**config.mk**
```make
export PLATFORM = sky130hd
export DESIGN_NAME = gpu_write_scheduler
export DESIGN_NICKNAME = d
export VERILOG_FILES = /design/src/rtl/gpu_write_scheduler.sv
export SDC_FILE = /design/constraint.sdc
export NUM_CORES = 2
export LEC_CHECK = 0
export CAP_MARGIN = 20
export CELL_PAD_IN_SITES_DETAIL_PLACEMENT = 0
export CELL_PAD_IN_SITES_GLOBAL_PLACEMENT = 1
export CORE_ASPECT_RATIO = 0.7
export CORE_MARGIN = 2
export CORE_UTILIZATION = 53
export CTS_BUF_LIST = sky130_fd_sc_hd__clkbuf_8
export DETAILED_ROUTE_END_ITERATION = 16
export GPL_TIMING_DRIVEN = 1
export MAX_ROUTING_LAYER = met4
export PLACE_DENSITY_LB_ADDON = 0.1
export SLEW_MARGIN = 20
export SYNTH_ARGS = -nofsm -noshare
export SYNTH_HDL_FRONTEND = slang
export SYNTH_SLANG_ARGS = --single-unit
export TNS_END_PERCENT = 30
```
**constraint.sdc**
```tcl
create_clock -name clk -period 9.4 [get_ports clk]
set_clock_uncertainty 0.2 [all_clocks]
set_input_delay 1.88 -clock clk [delete_from_list [all_inputs] [get_ports clk]]
set_output_delay 1.88 -clock clk [all_outputs]
set_load 0.01 [all_outputs]
```
**src/rtl/gpu_write_scheduler.sv**
```systemverilog
// Frame-synchronous write scheduler: queues cluster register writes and
// releases them during vertical blanking (or continuously in immediate mode).
module gpu_write_scheduler #(
  parameter int unsigned ADDR_WIDTH   = 24,
  parameter int unsigned DATA_WIDTH   = 32,
  parameter int unsigned FIFO_DEPTH   = 64,
  parameter int unsigned DRAIN_BUDGET = 64000
) (
  input  logic                          clk,
  input  logic                          rst_n,
  input  logic [ADDR_WIDTH-1:0]         in_waddr,
  input  logic [DATA_WIDTH-1:0]         in_wdata,
  input  logic                          in_wen,
  output logic                          in_ready,
  input  logic                          vsync,
  input  logic                          immediate,
  output logic [ADDR_WIDTH-1:0]         out_waddr,
  output logic [DATA_WIDTH-1:0]         out_wdata,
  output logic                          out_wen,
  output logic                          texture_lock,
  output logic [$clog2(FIFO_DEPTH):0]   fifo_level
);

  localparam int unsigned IW = $clog2(FIFO_DEPTH);
  localparam int unsigned BW = $clog2(DRAIN_BUDGET + 1);
  localparam int unsigned EW = ADDR_WIDTH + DATA_WIDTH;

  typedef enum logic {COLLECT, DRAIN} state_t;

  state_t          state;
  logic [BW-1:0]   budget;
  logic            last_vsync;
  logic [EW-1:0]   mem [FIFO_DEPTH];
  logic [IW:0]     wr_ptr, rd_ptr, level;
  logic            full, empty, push, pop, vsync_fall;
  logic [EW-1:0]   head;

  assign level      = wr_ptr - rd_ptr;
  assign full       = (level == (IW+1)'(FIFO_DEPTH));
  assign empty      = (wr_ptr == rd_ptr);
  // Readiness depends only on occupancy, so a same-cycle pop never opens a full FIFO.
  assign in_ready   = !full;
  assign push       = in_wen && !full;
  assign vsync_fall = !vsync && last_vsync;
  assign fifo_level = level;
  assign head       = mem[rd_ptr[IW-1:0]];

  always_comb begin
    pop = 1'b0;
    case (state)
      COLLECT: pop = immediate && !empty;
      DRAIN:   pop = !empty;
      default: pop = 1'b0;
    endcase
  end

  always_ff @(posedge clk) begin
    if (push) mem[wr_ptr[IW-1:0]] <= {in_waddr, in_wdata};
  end

  always_ff @(posedge clk or negedge rst_n) begin
    if (!rst_n) begin
      wr_ptr <= '0;
      rd_ptr <= '0;
    end else begin
      if (push) wr_ptr <= wr_ptr + (IW+1)'(1);
      if (pop)  rd_ptr <= rd_ptr + (IW+1)'(1);
    end
  end

  always_ff @(posedge clk or negedge rst_n) begin
    if (!rst_n) begin
      state        <= COLLECT;
      budget       <= '0;
      last_vsync   <= 1'b1;
      out_waddr    <= '0;
      out_wdata    <= '0;
      out_wen      <= 1'b0;
      texture_lock <= 1'b0;
    end else begin
      last_vsync   <= vsync;
      texture_lock <= (state == DRAIN);
      out_wen      <= pop;
      if (pop) {out_waddr, out_wdata} <= head;
      case (state)
        COLLECT: begin
          if (vsync_fall && !immediate && !empty) begin
            state  <= DRAIN;
            budget <= '0;
          end
        end
        DRAIN: begin
          budget <= budget + BW'(1);
          // Budget exit still pops on its final cycle; empty exit does not.
          if (empty || budget == BW'(DRAIN_BUDGET - 1)) state <= COLLECT;
        end
        default: state <= COLLECT;
      endcase
    end
  end

endmodule

```
==> metrics.cfg <==
[place]
io_buffers = 126
dp.cells = 9951
dp_hpwl_mm = 224
gp_congestion = 0.837

[setup_path]
worstPathArrival_ns = 5.38
critPathLaunchType = flop
crit_start = rd_ptr[1]
cp_max_fo = 53
reg2reg_depth = 11
crit_path_end_kind = primary output
reg2reg_to = mem[34][38]
required_ns = 7.32
reg2reg_slack_ns = 2.89
rr_startpoint = rd_ptr[1]
crit_type = flop to primary output

[grt]
grt_max_degree = 113
grt.total_usage = 0.307
grt_pass1_wl_mm = 554
grt_pass1_vias = 69900
overflow = 0
antenna_found_initial = 19

[floorplanning]
die_h_um = 434
core-area_sq_mm = 0.262
fp.dieW_um = 619
io_pins = 127
start_util = 0.535
std_cell_rows = 157
dieArea_sq_mm = 0.269

[timing]
rsz0062_at_grt = false
finalHoldViolations = 0
setup-violations-final = 0
fmax_mhz = 134
holdWs_ns = 0.275
drv_slew = 0
post-route-min-period_ns = 7.46
worstMarginPinSlew_ns = 1.20
period_share = 0.793
max_slew_margin = 0.203

[cts]
cts-root-buf = clkbuf_8
insertion_delay_ns = 1.06
cts_buffers = 559
cts_tree = done
htree_levels = 6
cts.sinks = 3674
path_clk_slew_ns = 0.05
cts.repair.resized = 0
clockBufferDepth = 4
hold_buffers = 0
cts_setup_buffers = 0

[min_path]
hold_class = flop to flop
hold_start = budget[14]
hold_depth = 1
holdPathEnd = budget[14]

[pwr]
pwr-share-clk = 0.270
p_int_w = 0.0305
power.density_mw_per_mm2 = 293
combPwrFrac = 0.307
ir_drop_v = 0.000217
seqPwrFrac = 0.423
p_sw_frac = 0.335
power.total_w = 0.0458
p_switching_w = 0.0153
leakage_nw = 50.8

[synthesis]
synth-seq-cells = 3674
synth_cell_types = 57
syn_area_sq_mm = 0.140
synth_compound_area_frac = 0.0315
synthesis.nets = 6502
syn_area_per_cell_sq_um = 21.8
async_flop_share = 0.0245
synth_adder_area_share = 0.000945
synth_top_family_by_area = multiplexers
netlist_top_cells_area = edfxtp_1 (77%), mux4_2 (12%), mux2i_1 (3.1%)
synth_edf_count = 3584
synth.yosys.seq_area_share = 0.783
synth_xor_area_frac = 0.00112
yosys.area.top_type = edfxtp_1
ys_warn_count = 0
synth-simple-area-share = 0.0187
synth_ff_type = edfxtp_1
synth_top_area_frac = 0.767
postSynthCellCount = 6431
yosysMostFrequentCell = edfxtp_1
ys_top_cells_by_count = edfxtp_1 (3584), mux4_2 (732), mux2i_1 (439)
synthMuxAreaShare = 0.150

[drt]
drc_errors = 0
dr.pass1.iters = 5
ant_nets = 0
wl_mm = 399
wire_per_inst_um = 36.5
via_count = 71800
drt_iter0_drc = 10900
avgViaCountPerCell = 6.57

[flow_run]
maxCapViolations = 0

[cells_and_area]
nets = 7085
drive_gt1_frac = 0.250
syn_to_final_growth_pct = 11.6
multi_input_area_sq_mm = 0.0289
postLayoutCoreUtil = 0.597
stdcell_count = 10900
fillers = 19000
layout.area.seq_sq_mm = 0.110

[run_status]
outcome = completed

[layout by cell type (no fill, tap or decap), types with 30 or more instances in the layout]
cell,count
a21oi_1,124
a221oi_1,39
a22o_1,30
a22oi_1,164
buf_2,41
buf_4,275
clkbuf_8,604
clkdlybuf4s50_1,69
clkinv_1,115
clkinv_2,34
dfrtp_1,82
edfxtp_1,3584
inv_1,194
mux2i_1,439
mux4_2,732
nand2_1,195
nand3_1,98
nor2_1,71
nor3_1,49
nor4_2,34
o221ai_1,32
o22ai_1,85
o32a_1,37
[worst max-delay path: stages, from the launching register on]
cell,delay [ns]
dfrtp_4,1.08
inv_6,0.49
fa_1,0.61
a21oi_1,0.21
o211ai_1,0.12
a21oi_1,0.20
xor2_1,0.62
nor3_2,0.21
inv_1,0.11
clkdlybuf4s50_1,0.54
[final cells by class]
cell class                      instances  share of cell area
Sequential cell                      3674               0.702
Clock inverter                        370              0.0118
Antenna cell                            7            0.000112
Clock buffer                          604              0.0531
Inverter                               14            0.000415
Timing Repair Buffer                  394              0.0200
Multi-Input combinational cell       2371               0.185
Tap cell                             3498              0.0280
[state kept, by name (all words and copies together) (netlist names)]
signal and count:
state 1, wr_ptr 7, budget 16, last_vsync 1, out_wdata 32, out_waddr 24
rd_ptr 7, mem 3584, texture_lock 1, out_wen 1
[cells by family after synthesis]
logic type,count (synthesis)
AND/OR/NAND/NOR,550
multiplexers,1183
XOR/XNOR,18
flip-flops,3674
buffers and inverters,386
AO/OA/AOI/OAI,610
adder cells (fa/ha/maj),10
[power groups by stage]
stage	combinational (W)	clock (W)	sequential (W)
final	0.0141	0.0123	0.0194
after global routing	0.0147	0.0132	0.0194
after CTS	0.0140	0.0125	0.0194
after detailed placement	0.0140	0	0.0197
after global placement	0.0140	0	0.0197
after floorplan	0.00887	0	0.0194
[through the flow]
step	TNS (ns)	instance area, sq um	worst slack (ns)
6_report	0	157000	1.94
3_3_place_gp	0	146000	3.05
5_1_grt	0	157000	1.82
4_1_cts	0	157000	1.96
3_5_place_dp	0	146000	3.07
2_1_floorplan	-338.60	140000	-0.271
[routing by layer]
layer | part of all wire | GRT usage | up-vias
li1 | - | - | 28400
met1 | 0.43 | 0.474 | 38600
met2 | 0.44 | 0.425 | 4300
met3 | 0.11 | 0.0634 | 505
met4 | 0.022 | 0.0729 | 0
met5 | 0 | - | -
[worst max-delay path by stage]
stage / slack [ns] / to / cells past startpoint
floorplan: -0.27 / mem[12][0] / 14
global placement: 3.05 / mem[61][29] / 11
detailed placement: 3.07 / mem[61][29] / 11
CTS: 1.96 / in_ready / 9
global route: 1.82 / in_ready / 9
finish: 1.94 / in_ready / 9
Power figures use the tool's default switching activity.
